$ cat config.mk
export PLATFORM = sky130hd
export DESIGN_NAME = fetch_pc
export DESIGN_NICKNAME = d
export VERILOG_FILES = /design/src/rtl/fetch_pc.sv
export SDC_FILE = /design/constraint.sdc
export NUM_CORES = 1
export LEC_CHECK = 0
export BUFFER_PORTS_ARGS = -buffer_cell sky130_fd_sc_hd__buf_2
export CORE_UTILIZATION = 25
export CTS_CLUSTER_SIZE = 10
export DETAILED_ROUTE_END_ITERATION = 8
export SLEW_MARGIN = 10
export SYNTH_ARGS = -nofsm -noshare
export SYNTH_HDL_FRONTEND = slang
export SYNTH_SLANG_ARGS = --single-unit
$ cat constraint.sdc
create_clock -name clk -period 12.9 [get_ports clk]
set_clock_uncertainty 0.1 [all_clocks]
set_input_delay 0.645 -clock clk [delete_from_list [all_inputs] [get_ports clk]]
set_output_delay 0.645 -clock clk [all_outputs]
set_load 0.1 [all_outputs]
$ cat src/rtl/fetch_pc.sv
// Fetch program counter: next-PC selection, optional single branch delay slot,
// return-address stack with return-misprediction counter.
module fetch_pc #(
    parameter logic [31:0] RESET_PC   = 32'h0000_3000,
    parameter int unsigned RAS_DEPTH  = 4,
    parameter int unsigned DELAY_SLOT = 0
) (
    input  logic        clk,
    input  logic        reset,
    input  logic        stall,
    input  logic [2:0]  kind,
    input  logic        cond,
    input  logic [15:0] imm16,
    input  logic [25:0] index26,
    input  logic [31:0] rs_val,
    output logic [31:0] pc,
    output logic [31:0] npc,
    output logic        link_we,
    output logic [31:0] link_addr,
    output logic [31:0] ras_top,
    output logic        ras_empty,
    output logic        ras_full,
    output logic [15:0] mispred_cnt,
    output logic        slot_err
);

    localparam int unsigned PW = (RAS_DEPTH > 1) ? $clog2(RAS_DEPTH) : 1;
    localparam int unsigned CW = PW + 1;

    localparam logic [2:0] K_SEQ  = 3'd0;
    localparam logic [2:0] K_BR   = 3'd1;
    localparam logic [2:0] K_BRL  = 3'd2;
    localparam logic [2:0] K_J    = 3'd3;
    localparam logic [2:0] K_JAL  = 3'd4;
    localparam logic [2:0] K_JR   = 3'd5;
    localparam logic [2:0] K_JALR = 3'd6;

    typedef enum logic {IDLE, SLOT} state_e;

    state_e        state_q, state_d;
    logic [31:0]   pc_q;
    logic [31:0]   pend_q, pend_d;
    logic [31:0]   ras_q [RAS_DEPTH];
    logic [PW-1:0] sp_q;
    logic [CW-1:0] cnt_q;
    logic [15:0]   mis_q;

    logic [31:0]   p4, btgt, jtgt, target;
    logic [PW-1:0] top_idx;
    logic          taken, is_link, do_push, do_pop, is_ret;
    logic          in_slot, active, mispred;

    always_comb begin
        p4      = pc_q + 32'd4;
        btgt    = p4 + {{14{imm16[15]}}, imm16, 2'b00};
        jtgt    = {p4[31:28], index26, 2'b00};
        taken   = 1'b0;
        target  = p4;
        is_link = 1'b0;
        do_push = 1'b0;
        do_pop  = 1'b0;
        is_ret  = 1'b0;
        case (kind)
            K_BR:   begin taken = cond; target = btgt; end
            K_BRL:  begin taken = cond; target = btgt; is_link = cond; do_push = cond; end
            K_J:    begin taken = 1'b1; target = jtgt; end
            K_JAL:  begin taken = 1'b1; target = jtgt; is_link = 1'b1; do_push = 1'b1; end
            K_JR:   begin taken = 1'b1; target = rs_val; do_pop = 1'b1; is_ret = 1'b1; end
            K_JALR: begin
                taken = 1'b1; target = rs_val; is_link = 1'b1;
                do_push = 1'b1; do_pop = 1'b1; is_ret = 1'b1;
            end
            default: ;
        endcase

        in_slot   = (DELAY_SLOT != 0) && (state_q == SLOT);
        active    = !stall && !in_slot;
        link_we   = active && is_link;
        link_addr = (DELAY_SLOT != 0) ? pc_q + 32'd8 : p4;
        slot_err  = in_slot && (kind != K_SEQ) && (kind != 3'd7);

        // Without a delay slot the transfer is immediate; with one it is deferred via pend.
        state_d = IDLE;
        pend_d  = pend_q;
        if (in_slot) begin
            npc = pend_q;
        end else if (DELAY_SLOT == 0) begin
            npc = taken ? target : p4;
        end else begin
            npc = p4;
            if (taken) begin
                state_d = SLOT;
                pend_d  = target;
            end
        end

        top_idx   = sp_q - PW'(1);
        ras_empty = (cnt_q == '0);
        ras_full  = (cnt_q == CW'(RAS_DEPTH));
        ras_top   = ras_empty ? 32'd0 : ras_q[top_idx];
        mispred   = active && is_ret && (ras_empty || (ras_top != rs_val));
    end

    // sp_q points at the next free slot; the buffer wraps and overwrites the oldest entry.
    always_ff @(posedge clk or posedge reset) begin
        if (reset) begin
            pc_q    <= RESET_PC;
            state_q <= IDLE;
            pend_q  <= 32'd0;
            sp_q    <= '0;
            cnt_q   <= '0;
            mis_q   <= 16'd0;
            for (int i = 0; i < RAS_DEPTH; i++) ras_q[i] <= 32'd0;
        end else if (!stall) begin
            pc_q    <= npc;
            state_q <= state_d;
            pend_q  <= pend_d;
            if (active) begin
                if (do_push && do_pop) begin
                    if (ras_empty) begin
                        ras_q[sp_q] <= link_addr;
                        sp_q        <= sp_q + PW'(1);
                        cnt_q       <= CW'(1);
                    end else begin
                        ras_q[top_idx] <= link_addr;
                    end
                end else if (do_push) begin
                    ras_q[sp_q] <= link_addr;
                    sp_q        <= sp_q + PW'(1);
                    if (!ras_full) cnt_q <= cnt_q + CW'(1);
                end else if (do_pop && !ras_empty) begin
                    sp_q  <= top_idx;
                    cnt_q <= cnt_q - CW'(1);
                end
            end
            if (mispred && (mis_q != 16'hFFFF)) mis_q <= mis_q + 16'd1;
        end
    end

    assign pc          = pc_q;
    assign mispred_cnt = mis_q;

endmodule

After elaboration in Yosys (flattened, before gate mapping)
Cells that the tools add are included.
{ "word_totals": {"regBits": 181, "in_bits": 81, "out_inout_bits": 148, "elab_cells": 83} }
{ "op_classes": {"n_addsub": 7, "order_cmp": 4, "n_eq_ne": 11, "n_mux": 27, "n_bitwise": 3, "n_reduce_logical": 23} }
{ "op_table": {"columns": ["op", "n"], "rows": [
  ["128-bit two-way mux", 3],
  ["128-bit bitwise mux", 2],
  ["32-bit two-way mux", 6],
  ["32-bit demux with 2-bit select", 2],
  ["32-bit one-hot mux with 3 select lines", 1],
  ["32-bit binary-select mux with 2-bit select", 1],
  ["32-bit by 3-bit adder with 32-bit output (second input constant)", 1],
  ["32-bit adder", 1],
  ["32-bit != test", 1],
  ["16-bit by 1-bit adder with 16-bit output (second input constant)", 1],
  ["16-bit != test (second input constant)", 1],
  ["3-bit two-way mux", 5],
  ["3-bit == test (second input constant)", 4],
  ["1-bit logical AND", 8],
  ["2-bit two-way mux", 4],
  ["2-bit OR reduction", 4],
  ["3-bit by 2-bit == test with 1-bit output (second input constant)", 2],
  ["3-bit greater-or-equal comparator (second input constant)", 2],
  ["3-bit by 1-bit less-than comparator with 1-bit output (second input constant)", 2],
  ["2-bit inverter with 3-bit output", 2],
  ["1-bit one-hot mux with 2 select lines", 2],
  ["2-bit AND reduction", 2],
  ["4-bit AND reduction", 1],
  ["4-bit OR reduction", 1],
  ["other kinds (15)", 16]
]} }

Longest topological paths before layout
{ "depth": {"word_depth": 11, "depth_mapped": 17, "ltp_nobuf": 17} }

Worst setup path before layout
No wires, ideal clock.
{ "synth_path": {"kind": "flip-flop to output port", "start": "register pc_q[5] (netlist: pc[5])", "end": "output port npc[26]", "arrival_ns": 6.856, "required_ns": 12.155, "slack_ns": 5.299, "path_stages_with_launch": 16, "path_buffers": 0, "path_cell_list": "dfrtp_1 nand4_1 nor3_2 nand2_1 xor2_1 inv_1 ha_1 nand4_1 nor4_1 a2111oi_2 a21oi_2 a31o_2 a21oi_1 or4_1 nand4_1 a21boi_0"} }
{ "synth_between": {"elab_chain_cells": 4} }
{ "synth_rtl": {"columns": ["element", "line_no", "source"], "rows": [
  ["start: declaration", "41", "logic [31:0] pc_q;"],
  ["start signal: assignment", "115", "pc_q <= npc;"],
  ["32-bit by 3-bit adder with 32-bit output", "54", "p4 = pc_q + 32'd4;"],
  ["net link_addr[13]", "19", "output logic [31:0] link_addr,"],
  ["32-bit adder", "55", "btgt = p4 + {{14{imm16[15]}}, imm16, 2'b00};"],
  ["32-bit one-hot mux with 3 select lines", "63", "case (kind)"],
  ["32-bit two-way mux", "88", "npc = taken ? target : p4;"],
  ["end: declaration", "17", "output logic [31:0] npc,"]
]} }
The timed path passes the listed nets, and every way through them passes these cells.

Final worst setup path
{ "layout_path": {"start": "register pc_q[2] (netlist: pc[2])", "end": "output port npc[25]"} }
{ "layout_between": {"elab_chain_cells": 4} }
{ "layout_rtl": {"columns": ["element", "line_no"], "rows": [
  ["32-bit by 3-bit adder with 32-bit output *", "54"],
  ["32-bit adder", "55"],
  ["32-bit one-hot mux with 3 select lines", "63"],
  ["32-bit two-way mux *", "88"]
]} }
Mark *: on every way between the ends. The rest lies on a longest branch, timed or not.

==> flow_metrics.env <==
export IMPL_status="completed"
export IMPL_gr_usage_all_layers=0.1858
export IMPL_clk_path_buf_depth=2
export IMPL_synth_cell_area_um2=11780
export IMPL_reg2reg_depth=16
export IMPL_startpoint_type="flip-flop"
export IMPL_routedWlPerCell_um=21.80
export IMPL_max_stage_delay_ns=0.83
export IMPL_cts_made_buffers=17
export IMPL_tightestPinTransition_ns=1.039
export IMPL_clk_pin_slew_ns=0.07
export IMPL_setup_violations=0
export IMPL_drv_cap=0
export IMPL_grt_overflow_total=0
export IMPL_cts_sinks=181
export IMPL_cts_htree_levels=4
export IMPL_slew_viol_final=0
export IMPL_drc=0
export IMPL_synth_warning_count=0
export IMPL_initial_core_util=0.2531
export IMPL_viasPerCell=5.208
export IMPL_synth_edf_count=0
export IMPL_cp_depth=16
export IMPL_die_w_um=219.1
export IMPL_cts_tree="yes"
export IMPL_synth_flop_cell="dfrtp_1"
export IMPL_drive_above_1_share=0.2610
export IMPL_dp_hpwl_um=34470
export IMPL_min_period_over_period=0.5222
export IMPL_cts_root_buf="clkbuf_16"
export IMPL_cts_resized=0
export IMPL_cp_arrival_ns=5.99
export IMPL_nNetsFinal=1557
export IMPL_drt_wl_total_um=44890
export IMPL_postCtsSetupBuffers=0
export IMPL_synth_area_leaders="dfrtp_1 38%, a21oi_1 7.8%, nor2_1 5.4%"
export IMPL_fmax_mhz=148.4
export IMPL_design_core_area_um2=46560
export IMPL_die_area_um2=48000
export IMPL_ios=229
export IMPL_finalCriticalPeriod_ns=6.737
export IMPL_endpoint_kind="primary output"
export IMPL_tns_ns=0
export IMPL_rsz0062_at_grt="false"
export IMPL_syn_nets=1368
export IMPL_path_cells="ha_1, inv_1, nor3_2, nand3_1, xor2_1, inv_1, ha_1, a21oi_1, o2111ai_1, o311ai_0, a21oi_1, a221oi_1, xnor2_1, a21oi_1, a21oi_1, buf_2"
export IMPL_vias=10720
export IMPL_critPathBufInv=3
export IMPL_grt_pass1_wl_um=65450
export IMPL_layout_common_cells="227 x buf_2, 180 x a21oi_1, 178 x dfrtp_1"
export IMPL_firstDrtPassIters=5
export IMPL_ys_ff_latch=181
export IMPL_yosys_area_top_type="dfrtp_1"
export IMPL_critical_path_slowest_cell="o311ai_0"
export IMPL_worstSkewPairLatency_ns=0.45
export IMPL_path_class="flip-flop to primary output"
export IMPL_hold_viol=0
export IMPL_critPathTopFamily="compound AO/OA/AOI/OAI gates"
export IMPL_antenna_found_initial=7
export IMPL_numPortBuffers=227
export IMPL_grt_max_degree=107
export IMPL_hold_class="input pin to asynchronous set/reset pin"
export IMPL_syn_area_per_cell_um2=9.455
export IMPL_layout_commonest_cell="buf_2"
export IMPL_cts_hold_buffers_added=0
export IMPL_ys_seq_area_frac=0.3847
export IMPL_synth_async_sr_flop_share=1.000
export IMPL_ant_nets=0
export IMPL_cp_required_ns=12.15
export IMPL_syn2layout_area_growth_pct=19.71
export IMPL_grt_pass1_vias=10170
export IMPL_routabilityCongestion=0.9165
export IMPL_rows=79
export IMPL_drt_initial_drc_count=1155
export IMPL_die_y_um=219.1
export IMPL_netlist_area_leader_share=0.3802
export IMPL_syn_inst=1246
export IMPL_crit_top_cell="a21oi_1"
export IMPL_synth_cell_types=80
export IMPL_crit_fanout=9
export IMPL_slew_limit_headroom=0.3070
[state kept, by name, indices dropped and copies added, names as in the netlist]
register and count:
sp_q 2, ras_q 128, mispred_cnt 16, cnt_q 3, pc 32
[cells by family (layout without fill, tap and decap cells)]
kind of cell | count (synthesis) | after routing | synth area share
AND/OR/NAND/NOR | 370 | 370 | 0.1516
multiplexers | 104 | 104 | 0.1260
AO/OA/AOI/OAI | 337 | 337 | 0.1803
XOR/XNOR | 84 | 84 | 0.06245
other | 1 | 5 | 0.0003183
buffers and inverters | 128 | 330 | 0.04991
adder cells (fa/ha/maj) | 41 | 41 | 0.04482
flip-flops | 181 | 181 | 0.3847
[metal layers]
layer	wire length [um]	track usage	up-vias
li1	-	-	4893
met2	19820	0.2805	479
met1	18960	0.2444	5271
met3	4654	0.06292	75
met5	34	0	-
met4	1416	0.06829	6
[final timing paths]
path                                                   end                  startpoint  slack (ns)
max in group asynchronous           ras_q[110]$_DFFE_PP0P_                       reset       10.80
min in group clk                mispred_cnt[7]$_DFFE_PP0P_  mispred_cnt[7]$_DFFE_PP0P_        0.40
worst min register to register  mispred_cnt[7]$_DFFE_PP0P_  mispred_cnt[7]$_DFFE_PP0P_        0.40
worst min-delay path            mispred_cnt[0]$_DFFE_PP0P_                       reset        0.29
worst max register to register          pc[25]$_DFFE_PP0N_           pc[2]$_DFFE_PP0N_        7.39
worst max-delay path                               npc[25]           pc[2]$_DFFE_PP0N_        6.16
[cell usage after synthesis, types with 5 or more instances]
master / number
inv_1: 56
a222oi_1: 13
xnor2_1: 56
a221o_1: 8
mux2i_1: 29
nand4_1: 21
a22oi_1: 10
nand3_1: 29
ha_1: 39
a21o_1: 11
a221oi_1: 10
and3_1: 9
nand2_1: 50
nor3_1: 16
o22ai_1: 5
buf_2: 19
o21a_1: 5
clkbuf_1: 38
and2_1: 36
mux2_2: 45
o21ai_0: 29
a31oi_1: 8
a32oi_1: 9
buf_6: 6
and4_1: 5
a21oi_1: 184
buf_4: 6
o21bai_1: 8
nor2_1: 171
dfrtp_1: 179
mux4_1: 5
xor2_1: 28
mux4_2: 24
[metrics by stage]
step	cells	instance area (um^2)	setup WS (ns)	hold slack, ns	utilization
after floorplan	1246	11780	5.299	0.3522	-
after global placement	2023	13480	6.816	0.3792	0.2896
after detailed placement	2023	13480	6.701	0.3927	0.2896
after CTS	2055	14090	6.180	0.3551	0.3027
after global routing	2057	14100	5.874	0.3644	0.3028
final	2059	14100	6.163	0.2944	0.3029
[area by class of cell]
cell class	instances	area (um^2)
fill	4871	32450
multi-input combinational	937	6735
clock buffer	20	456.7
timing repair buffer	240	1234
inverter	58	222.7
clock inverter	12	152.6
sequential	181	4533
tap	607	759.5
antenna	4	10.01
Power is not shown: default switching activity piles up to over one toggle a cycle in this logic, so the estimate is an artifact.
